`src/rtl/wb_arbiter_pkg.sv`:
```
// Shared definitions for the Wishbone round-robin arbiter: FSM encoding,
// watchdog counter width and grant-index width helper.
package wbarb_pkg;

  typedef enum logic [0:0] {
    StIdle = 1'b0,
    StBusy = 1'b1
  } state_e;

  localparam int unsigned TMO_W = 8;

  // Grant index width; a single-bit index is kept even for NM <= 2.
  function automatic int unsigned idx_w(input int unsigned n);
    if (n <= 2) return 1;
    return $clog2(n);
  endfunction

endpackage

```
`src/rtl/wb_arbiter_if.sv`:
```
// Bus bundle between NM Wishbone masters, the arbiter and the peripheral side.
// With WBARB_LOCK_EN defined, a per-master m_lock vector is added.
interface wb_arbiter_if #(
  parameter int unsigned NM = 2,
  parameter int unsigned AW = 15,
  parameter int unsigned DW = 32
);
  logic [NM*AW-1:0] m_adr;
  logic [NM*DW-1:0] m_dat;
  logic [NM-1:0]    m_we;
  logic [NM-1:0]    m_stb;
  logic [DW-1:0]    m_dat_i;
  logic [NM-1:0]    m_ack;
  logic [NM-1:0]    m_err;
  logic [AW-1:0]    s_adr;
  logic [DW-1:0]    s_dat_o;
  logic             s_we;
  logic             s_stb;
  logic [DW-1:0]    s_dat_i;
  logic             s_ack;

`ifdef WBARB_LOCK_EN
  logic [NM-1:0]    m_lock;

  // Arbiter view.
  modport slave (
    input  m_adr, m_dat, m_we, m_stb, m_lock, s_dat_i, s_ack,
    output m_dat_i, m_ack, m_err, s_adr, s_dat_o, s_we, s_stb
  );
  // Environment view: requesting masters plus the peripheral.
  modport master (
    output m_adr, m_dat, m_we, m_stb, m_lock, s_dat_i, s_ack,
    input  m_dat_i, m_ack, m_err, s_adr, s_dat_o, s_we, s_stb
  );
`else
  // Arbiter view.
  modport slave (
    input  m_adr, m_dat, m_we, m_stb, s_dat_i, s_ack,
    output m_dat_i, m_ack, m_err, s_adr, s_dat_o, s_we, s_stb
  );
  // Environment view: requesting masters plus the peripheral.
  modport master (
    output m_adr, m_dat, m_we, m_stb, s_dat_i, s_ack,
    input  m_dat_i, m_ack, m_err, s_adr, s_dat_o, s_we, s_stb
  );
`endif

endinterface

```
`src/rtl/wb_arbiter_rr_pick.sv`:
```
// Combinational round-robin picker: first requester at or after ptr,
// searching upward modulo NM.
module rr_pick
  import wbarb_pkg::*;
#(
  parameter int unsigned NM = 2,
  parameter int unsigned GW = idx_w(NM)
) (
  input  logic [NM-1:0] req,
  input  logic [GW-1:0] ptr,
  output logic [GW-1:0] winner,
  output logic          any
);

  // Scan NM slots starting at ptr; the first asserted request wins.
  always_comb begin
    logic [GW-1:0] j;
    winner = '0;
    any    = 1'b0;
    j      = '0;
    for (int unsigned i = 0; i < NM; i++) begin
      j = GW'((32'(ptr) + i) % NM);
      if (!any && req[j]) begin
        winner = j;
        any    = 1'b1;
      end
    end
  end

endmodule

```
`src/rtl/wb_arbiter.sv`:
```
// Round-robin Wishbone arbiter with bus watchdog. One classic transfer at a
// time; a stalled transfer is terminated with a one-cycle m_err pulse.
// Optional feature macro: WBARB_LOCK_EN (locked back-to-back transfers).
module wb_arbiter
  import wbarb_pkg::*;
#(
  parameter int unsigned NM  = 2,
  parameter int unsigned AW  = 15,
  parameter int unsigned DW  = 32,
  parameter int unsigned TMO = 255
) (
  input  logic        clk,
  input  logic        arst,
  wb_arbiter_if.slave bus,
  output logic        busy
);

  localparam int unsigned GW = idx_w(NM);
  localparam logic [TMO_W-1:0] TmoVal = TMO_W'(TMO);

  state_e           state_q, state_d;
  logic [GW-1:0]    grant_q, grant_d;
  logic [GW-1:0]    ptr_q, ptr_d;
  logic [TMO_W-1:0] count_q, count_d;
  logic [GW-1:0]    sel, winner, grant_nxt;
  logic             any, is_busy, cur_stb, timeout, lock;

  rr_pick #(
    .NM (NM),
    .GW (GW)
  ) u_pick (
    .req    (bus.m_stb),
    .ptr    (ptr_q),
    .winner (winner),
    .any    (any)
  );

  // Bus muxing and per-master handshake; master 0 is presented when idle.
  always_comb begin
    is_busy     = (state_q == StBusy);
    sel         = is_busy ? grant_q : '0;
    bus.s_adr   = '0;
    bus.s_dat_o = '0;
    bus.s_we    = 1'b0;
    cur_stb     = 1'b0;
    for (int unsigned i = 0; i < NM; i++) begin
      if (sel == GW'(i)) begin
        bus.s_adr   = bus.m_adr[i*AW +: AW];
        bus.s_dat_o = bus.m_dat[i*DW +: DW];
        bus.s_we    = bus.m_we[i];
        cur_stb     = bus.m_stb[i];
      end
    end
    timeout     = is_busy && (count_q == TmoVal);
    bus.s_stb   = is_busy && cur_stb && !timeout;
    bus.m_dat_i = bus.s_dat_i;
    bus.m_ack   = '0;
    bus.m_err   = '0;
    if (is_busy) begin
      bus.m_ack[grant_q] = bus.s_ack;
      // Ack beats timeout; an aborted request gets neither.
      bus.m_err[grant_q] = timeout && cur_stb && !bus.s_ack;
    end
    busy = is_busy;
`ifdef WBARB_LOCK_EN
    lock = bus.m_lock[grant_q];
`else
    lock = 1'b0;
`endif
  end

  // Next-state: arbitration in idle, completion/abort/watchdog while busy.
  always_comb begin
    state_d   = state_q;
    grant_d   = grant_q;
    ptr_d     = ptr_q;
    count_d   = count_q;
    grant_nxt = (grant_q == GW'(NM - 1)) ? '0 : grant_q + GW'(1);
    unique case (state_q)
      StIdle: begin
        if (any) begin
          grant_d = winner;
          count_d = '0;
          state_d = StBusy;
        end
      end
      StBusy: begin
        if (bus.s_ack) begin
          if (lock) begin
            count_d = '0;
          end else begin
            state_d = StIdle;
            ptr_d   = grant_nxt;
          end
        end else if (!cur_stb || timeout) begin
          state_d = StIdle;
          ptr_d   = grant_nxt;
        end else begin
          count_d = count_q + TMO_W'(1);
        end
      end
      default: state_d = StIdle;
    endcase
  end

  // State register with asynchronous reset.
  always_ff @(posedge clk or posedge arst) begin
    if (arst) begin
      state_q <= StIdle;
      grant_q <= '0;
      ptr_q   <= '0;
      count_q <= '0;
    end else begin
      state_q <= state_d;
      grant_q <= grant_d;
      ptr_q   <= ptr_d;
      count_q <= count_d;
    end
  end

endmodule
```
`src/flat_wrapper.sv`:
```
// flat-port wrapper written by rule: the top's interface ports become plain ports
module wb_arbiter_flat import wbarb_pkg::*;
#(
  parameter int unsigned NM  = 2,
  parameter int unsigned AW  = 15,
  parameter int unsigned DW  = 32,
  parameter int unsigned TMO = 255
)
  (clk, arst, busy, bus_m_adr, bus_m_dat, bus_m_we, bus_m_stb, bus_s_dat_i, bus_s_ack, bus_m_dat_i, bus_m_ack, bus_m_err, bus_s_adr, bus_s_dat_o, bus_s_we, bus_s_stb);
  wb_arbiter_if #(.NM(NM), .AW(AW), .DW(DW)) bus_i ();
  input  logic clk;
  input  logic arst;
  output logic busy;
  input wire logic [$bits(bus_i.m_adr)-1:0] bus_m_adr;
  input wire logic [$bits(bus_i.m_dat)-1:0] bus_m_dat;
  input wire logic [$bits(bus_i.m_we)-1:0] bus_m_we;
  input wire logic [$bits(bus_i.m_stb)-1:0] bus_m_stb;
  input wire logic [$bits(bus_i.s_dat_i)-1:0] bus_s_dat_i;
  input wire logic [$bits(bus_i.s_ack)-1:0] bus_s_ack;
  output wire logic [$bits(bus_i.m_dat_i)-1:0] bus_m_dat_i;
  output wire logic [$bits(bus_i.m_ack)-1:0] bus_m_ack;
  output wire logic [$bits(bus_i.m_err)-1:0] bus_m_err;
  output wire logic [$bits(bus_i.s_adr)-1:0] bus_s_adr;
  output wire logic [$bits(bus_i.s_dat_o)-1:0] bus_s_dat_o;
  output wire logic [$bits(bus_i.s_we)-1:0] bus_s_we;
  output wire logic [$bits(bus_i.s_stb)-1:0] bus_s_stb;
  assign bus_i.m_adr = bus_m_adr;
  assign bus_i.m_dat = bus_m_dat;
  assign bus_i.m_we = bus_m_we;
  assign bus_i.m_stb = bus_m_stb;
  assign bus_i.s_dat_i = bus_s_dat_i;
  assign bus_i.s_ack = bus_s_ack;
  assign bus_m_dat_i = bus_i.m_dat_i;
  assign bus_m_ack = bus_i.m_ack;
  assign bus_m_err = bus_i.m_err;
  assign bus_s_adr = bus_i.s_adr;
  assign bus_s_dat_o = bus_i.s_dat_o;
  assign bus_s_we = bus_i.s_we;
  assign bus_s_stb = bus_i.s_stb;
  wb_arbiter #(.NM(NM), .AW(AW), .DW(DW), .TMO(TMO)) u_core (.clk(clk), .arst(arst), .bus(bus_i), .busy(busy));
endmodule
```
`config.mk`:
```
export PLATFORM = sky130hd
export DESIGN_NAME = wb_arbiter_flat
export DESIGN_NICKNAME = d
export VERILOG_FILES = /design/src/rtl/wb_arbiter_pkg.sv /design/src/rtl/wb_arbiter_if.sv /design/src/rtl/wb_arbiter_rr_pick.sv /design/src/rtl/wb_arbiter.sv /design/src/flat_wrapper.sv
export SDC_FILE = /design/constraint.sdc
export NUM_CORES = 1
export LEC_CHECK = 0
export CAP_MARGIN = 10
export CORE_MARGIN = 5
export CORE_UTILIZATION = 24
export CTS_CLUSTER_DIAMETER = 30
export DETAILED_ROUTE_END_ITERATION = 12
export GPL_TIMING_DRIVEN = 0
export PLACE_DENSITY = 0.88
export SYNTH_ARGS = -nofsm -noshare
export SYNTH_HDL_FRONTEND = slang
export SYNTH_HIERARCHICAL = 1
export SYNTH_SLANG_ARGS = --single-unit
```
`constraint.sdc`:
```
create_clock -name clk -period 1.93 [get_ports clk]
set_input_delay 0.2895 -clock clk [delete_from_list [all_inputs] [get_ports clk]]
set_output_delay 0.2895 -clock clk [all_outputs]
set_load 0.02 [all_outputs]
```
# After elaboration in Yosys (flattened, before gate mapping)
# Cells that the tools add are included.
# Widths: inputs -> output; s select.
[classes]
addsub = 3
magnitude_cmp = 4
n_eq_ne = 4
mux = 28
bitwise_logic = 3
n_reduce_logical = 16
[ops]
columns = ["operator", "n"]
rows = [
  ["$mux 32", 1],
  ["$mux 8", 3],
  ["$mux 1", 18],
  ["$pmux 8 s2", 1],
  ["$mux 15", 1],
  ["$add 8x1->8 const B", 1],
  ["$eq 8x8->1 const B", 1],
  ["$logic_and 1x1->1", 7],
  ["$lt 1x2->1 const B", 3],
  ["$and 2x2->2", 2],
  ["$logic_not 1->1", 4],
  ["$mux 2", 2],
  ["$ne 2x2->1 const B", 2],
  ["$reduce_and 2->1", 2],
  ["$reduce_and 3->1", 1],
  ["$add 1x1->1 const B", 2],
  ["$ne 2x1->1 const B", 1],
  ["$pmux 1 s2", 1],
  ["$reduce_bool 2->1", 1],
  ["$demux 1 s1", 1],
  ["$ge 1x1->1 const B", 1],
  ["$logic_or 1x1->1", 1],
  ["$not 1->1", 1],
]
[word_totals]
reg_bits = 11
inputBits = 133
word_cells = 62

# Depth between registers and ports, before layout
[depth]
ltp_word = 8
ltp_mapped = 5
mapped_depth_nobuf = 5

# By module
# The synthesis kept the hierarchy.
[modules_own_cells]
columns = ["mod", "n_inst", "cells_each", "area_per_inst_um2"]
rows = [
  ["wb_arbiter", 1, 157, 1500.2],
  ["rr_pick", 1, 3, 17.5],
]

# Worst setup path before layout
# No wires, ideal clock.
[synth_path]
path_type = "reg-to-output"
startpoint = "register u_core.state_q (netlist: u_core/busy)"
endpoint = "output bus_m_err[1]"
arrival_time_ps = 1796
t_required_ps = 1640
setup_slack_ps = -155
path_stages_with_launch = 5
n_path_buf = 2
cell_sequence = "dfrtp_1 > nand2_1 > buf_2 > buf_2 > nor4b_1"
[synth_between]
elab_chain_len = 6
word_cells_on_any_way = 7
cone_classes = "mux: 3; bitwise: 1; reduce/logical: 3"
[synth_lines]
columns = ["item", "line", "rtl"]
rows = [
  ["from (decl)", "wb_arbiter.sv:21", "state_e state_q, state_d;"],
  ["from (signal assigned)", "wb_arbiter.sv:109", "state_q <= StIdle;"],
  ["from (signal assigned)", "wb_arbiter.sv:114", "state_q <= state_d;"],
  ["$mux 1", "wb_arbiter.sv:41", "sel = is_busy ? grant_q : '0;"],
  ["$mux 1", "wb_arbiter.sv:47", "if (sel == GW'(i)) begin"],
  ["$logic_and 1x1->1 (2 in a row)", "wb_arbiter.sv:62", "bus.m_err[grant_q] = timeout && cur_stb && !bus.s_ack;"],
  ["$and 2x2->2 (no source line)", "-", ""],
  ["$mux 2 *", "wb_arbiter.sv:59", "if (is_busy) begin"],
  ["to (decl)", "flat_wrapper.sv:22", "output wire logic [$bits(bus_i.m_err)-1:0] bus_m_err;"],
]
# Every way passes the cells marked *; elsewhere a longest branch is shown, timed or not.

# Worst setup path in the final report
[layout_path]
startpoint = "register u_core.state_q (netlist: u_core/busy)"
endpoint = "output bus_s_adr[12]"
[layout_between]
elab_chain_len = 2
[layout_lines]
columns = ["item", "line", "rtl"]
rows = [
  ["$mux 1", "wb_arbiter.sv:41", ""],
  ["$mux 15", "wb_arbiter.sv:47", ""],
  ["to (decl)", "flat_wrapper.sv:23", "output wire logic [$bits(bus_i.s_adr)-1:0] bus_s_adr;"],
]
# No other way between the ends.

==> results by group <==
Run status
  • Status: complete, no violations

Synthesis
  • Post-Synth XOR/XNOR Area: ~1.2%
  • Prevailing post-synth register cell: dfrtp_1
  • Async S/R FF share, synth: 100%
  • Yosys reg bits: 11
  • Synth Area in Compound Gates: 6.92%
  • Synth Area in Adders: 0.824%
  • Largest family of logic cells by synthesized area: multiplexers
  • Simple-gate share of the synthesized area: 14.3%
  • Netlist cell types: 39
  • Post-Syn Nets: 294
  • Portion of netlist area occupied by mux cells: 38.9%
  • Seq/Total Area, Yosys: 18.1%
  • Yosys warning total: 6
  • Cell Area, Synth: 0.00152 sq mm
  • Post-synth EDFFs: 0
  • Mapped Cells: 160
  • Avg Synthesized Cell Area: 9.49 sq um

Timing
  • Relative slew slack: 60.7%
  • Final Cycle Share: 99.0%
  • Setup-failing EPs final: 0
  • Final WS setup: around 0.019 ns
  • Fmax: 523 MHz
  • Max-slew violations: 0
  • Hold Vio Cnt, Final: 0
  • Fin crit period: 1.91 ns
  • Slew @ Worst Pin: roughly 0.57 ns
  • Clk_skew: 0.000851 ns
  • RSZ-0062 raised after global routing: true

Cells and area
  • Commonest non-fill, non-tap cell in the layout: clkdlybuf4s50_1
  • Fin cells: 435
  • Antenna diode count: 0
  • Final #Nets: 493
  • Layout cells sized above 1: between 40% and 50%
  • Most frequent cells in the layout: 132 x clkdlybuf4s50_1, 48 x mux2_2, 40 x buf_4
  • Area Growth Syn to Fin: 132%

Floorplan
  • Core Area: 0.00624 sq mm
  • DIE AREA: 0.00801 sq mm
  • Cell Rows: 29
  • I/O Pins: 219
  • Die height: 89.5 um
  • Starting Density: 24.3%
  • Die X: 89.5 um

CTS
  • CTS hold repair buffers: 0
  • Clk sinks: 11
  • # H-tree levels: 1
  • Num CTS Buffers: 3
  • Longest Clk Path Bufs: 2
  • CTS tree: done
  • Clk_lat worst skew: 0.24 ns
  • Clock root buffer: clkbuf_8
  • Clk pin slew, worst setup/hold paths: 0.05 ns

Min path
  • Worst Hold Class: input port to asynchronous set/reset pin

Placed design
  • Inst Count DP: 423
  • # port buffers: 186
  • GP Congestion: 0.819
  • Place WS: -0.598 ns
  • DP HPWL: 6490 um

Setup path
  • Top Family by Delay on Critical Path: buffers and inverters
  • R2R depth: 5
  • FF-to-FF Start: u_core/count_q[0]$_DFFE_PP0P_
  • Max stage delay on crit path: 0.43 ns
  • Worst-path fanout max: 10
  • R2R setup slack: roughly 0.17 ns
  • Crit. End Element: output pin
  • Worst R2R End: u_core/count_q[4]$_DFFE_PP0P_
  • Data arrival time of the critical path: about 1.6 ns
  • Worst EP required: 1.64 ns
  • Worst Setup Path Type: flip-flop to output pin
  • Cell Chain, Critical Path: nand2_4 -> buf_6 -> mux2_2 -> dlygate4sd2_1
  • CP Launch Type: flip-flop
  • Slowest-stage cell, CP: dfrtp_2
  • Buf/Inv on CP: 2

Global routing
  • Tot GR Track Use: 17.6%
  • First-pass GRT wire length: 10600 um
  • Initial antenna violation count: 0
  • Vias in the first global route: 1963
  • Grt ovf: 0
  • Largest net degree at the start of global routing: 12

Route
  • Routed len/inst: 17.6 um
  • DR iter-0 viols: 47
  • Via/cell ratio: 4.52
  • Via count: 1967
  • Detail Route Antenna Nets: 0
  • DRT Pass-1 Iters: 4
  • Wirelength, routed: about 7600 um
  • # DRC: 0

Power
  • Lkg Pwr: 1.61 nW
  • Power Density: between 700 and 800 mW/mm^2
  • Worst VDD drop: 426 uV

Run
  • Max_cap viols: 0
## metal layers
metal / GRT usage (%) / part of all wire, % / wire length (um) / up-vias
li1: - / - / - / 938
met1: 20.2 / 36 / 2770 / 900
met2: 32.0 / 51 / 3900 / 117
met3: 4.06 / 10 / 800 / 12
met4: 5.68 / 2.3 / 176 / 0
met5: 0 / 0 / 0 / -
## how the worst max path moves through the flow
stage                            to  cells past startpoint                     startpoint  slack [ns]
CTS                    bus_s_adr[6]                      4     u_core/grant_q$_DFFE_PP0P_      0.0005
finish                bus_s_adr[12]                      4          u_core/busy$_DFF_PP0_        0.02
global placement    bus_s_dat_o[26]                      6     u_core/grant_q$_DFFE_PP0P_       -0.55
floorplan                 bus_s_stb                      4  u_core/count_q[0]$_DFFE_PP0P_        0.09
global route           bus_m_err[0]                      6          u_core/busy$_DFF_PP0_       -0.05
detailed placement  bus_s_dat_o[26]                      6     u_core/grant_q$_DFFE_PP0P_       -0.60
## report_power, final
part / internal, mW / leakage, nW / switching [mW]
clock: 0.145 / 0.0228 / 0.0900
combinational: 1.01 / 1.44 / 0.919
sequential: 0.276 / 0.144 / 0.0350
total: 1.43 / 1.61 / 1.04
## layout make-up
| cell class | instances | area, sq um |
|---|---|---|
| Tap cell | 77 | 96.3 |
| Sequential cell | 11 | 278 |
| Timing Repair Buffer | 195 | 1760 |
| Multi-Input combinational cell | 105 | 991 |
| Fill cell | 581 | 2730 |
| Clock buffer | 4 | 45.0 |
| Buffer | 39 | 329 |
| Inverter | 4 | 15.0 |
## state kept, by name, indices dropped and copies added, names as in the netlist
register and flops:
u_core/busy 1, u_core/grant_q 1, u_core/count_q 8, u_core/ptr_q 1
## timing repair
item	in CTS	in global routing
pin swaps	1	5
setup buffers	5	3
cloned	1	0
resized for setup	154	48
setup endpoints to repair	53	38
## synth_stat cells, types with 2 or more instances
master / instances / area, sq um
mux2i_1: 5 / 50.1
nand2b_1: 2 / 12.5
a31oi_1: 2 / 12.5
nand4_1: 2 / 12.5
buf_2: 5 / 25.0
dfrtp_1: 11 / 275
nand3_1: 3 / 15.0
and3_1: 2 / 12.5
nor2_1: 5 / 18.8
inv_1: 4 / 15.0
mux2_2: 48 / 541
nor4_1: 2 / 12.5
nand2_1: 12 / 45.0
buf_4: 32 / 240
## logic make-up (layout without fill, tap and decap cells)
kind of cell | count (synthesis) | count (layout)
buf+inv | 44 | 242
compound gates | 11 | 11
simple gates | 38 | 38
fa+ha+maj | 1 | 1
xor+xnor | 2 | 2
flops | 11 | 11
mux | 53 | 53
## through the flow
step	instance area, sq um	utilization (%)	power, mW	setup TNS (ns)	hold slack, ns
after floorplan	1520	-	1.32	0	0.142
after global placement	3480	55.8	2.18	-16.04	0.512
after detailed placement	3480	55.8	2.19	-17.49	0.539
after CTS	3570	57.2	2.48	0	0.355
after global routing	3510	56.3	2.62	-0.103	0.423
final	3510	56.3	2.48	0	0.348
No activity file was read; power rests on OpenSTA's default activity.
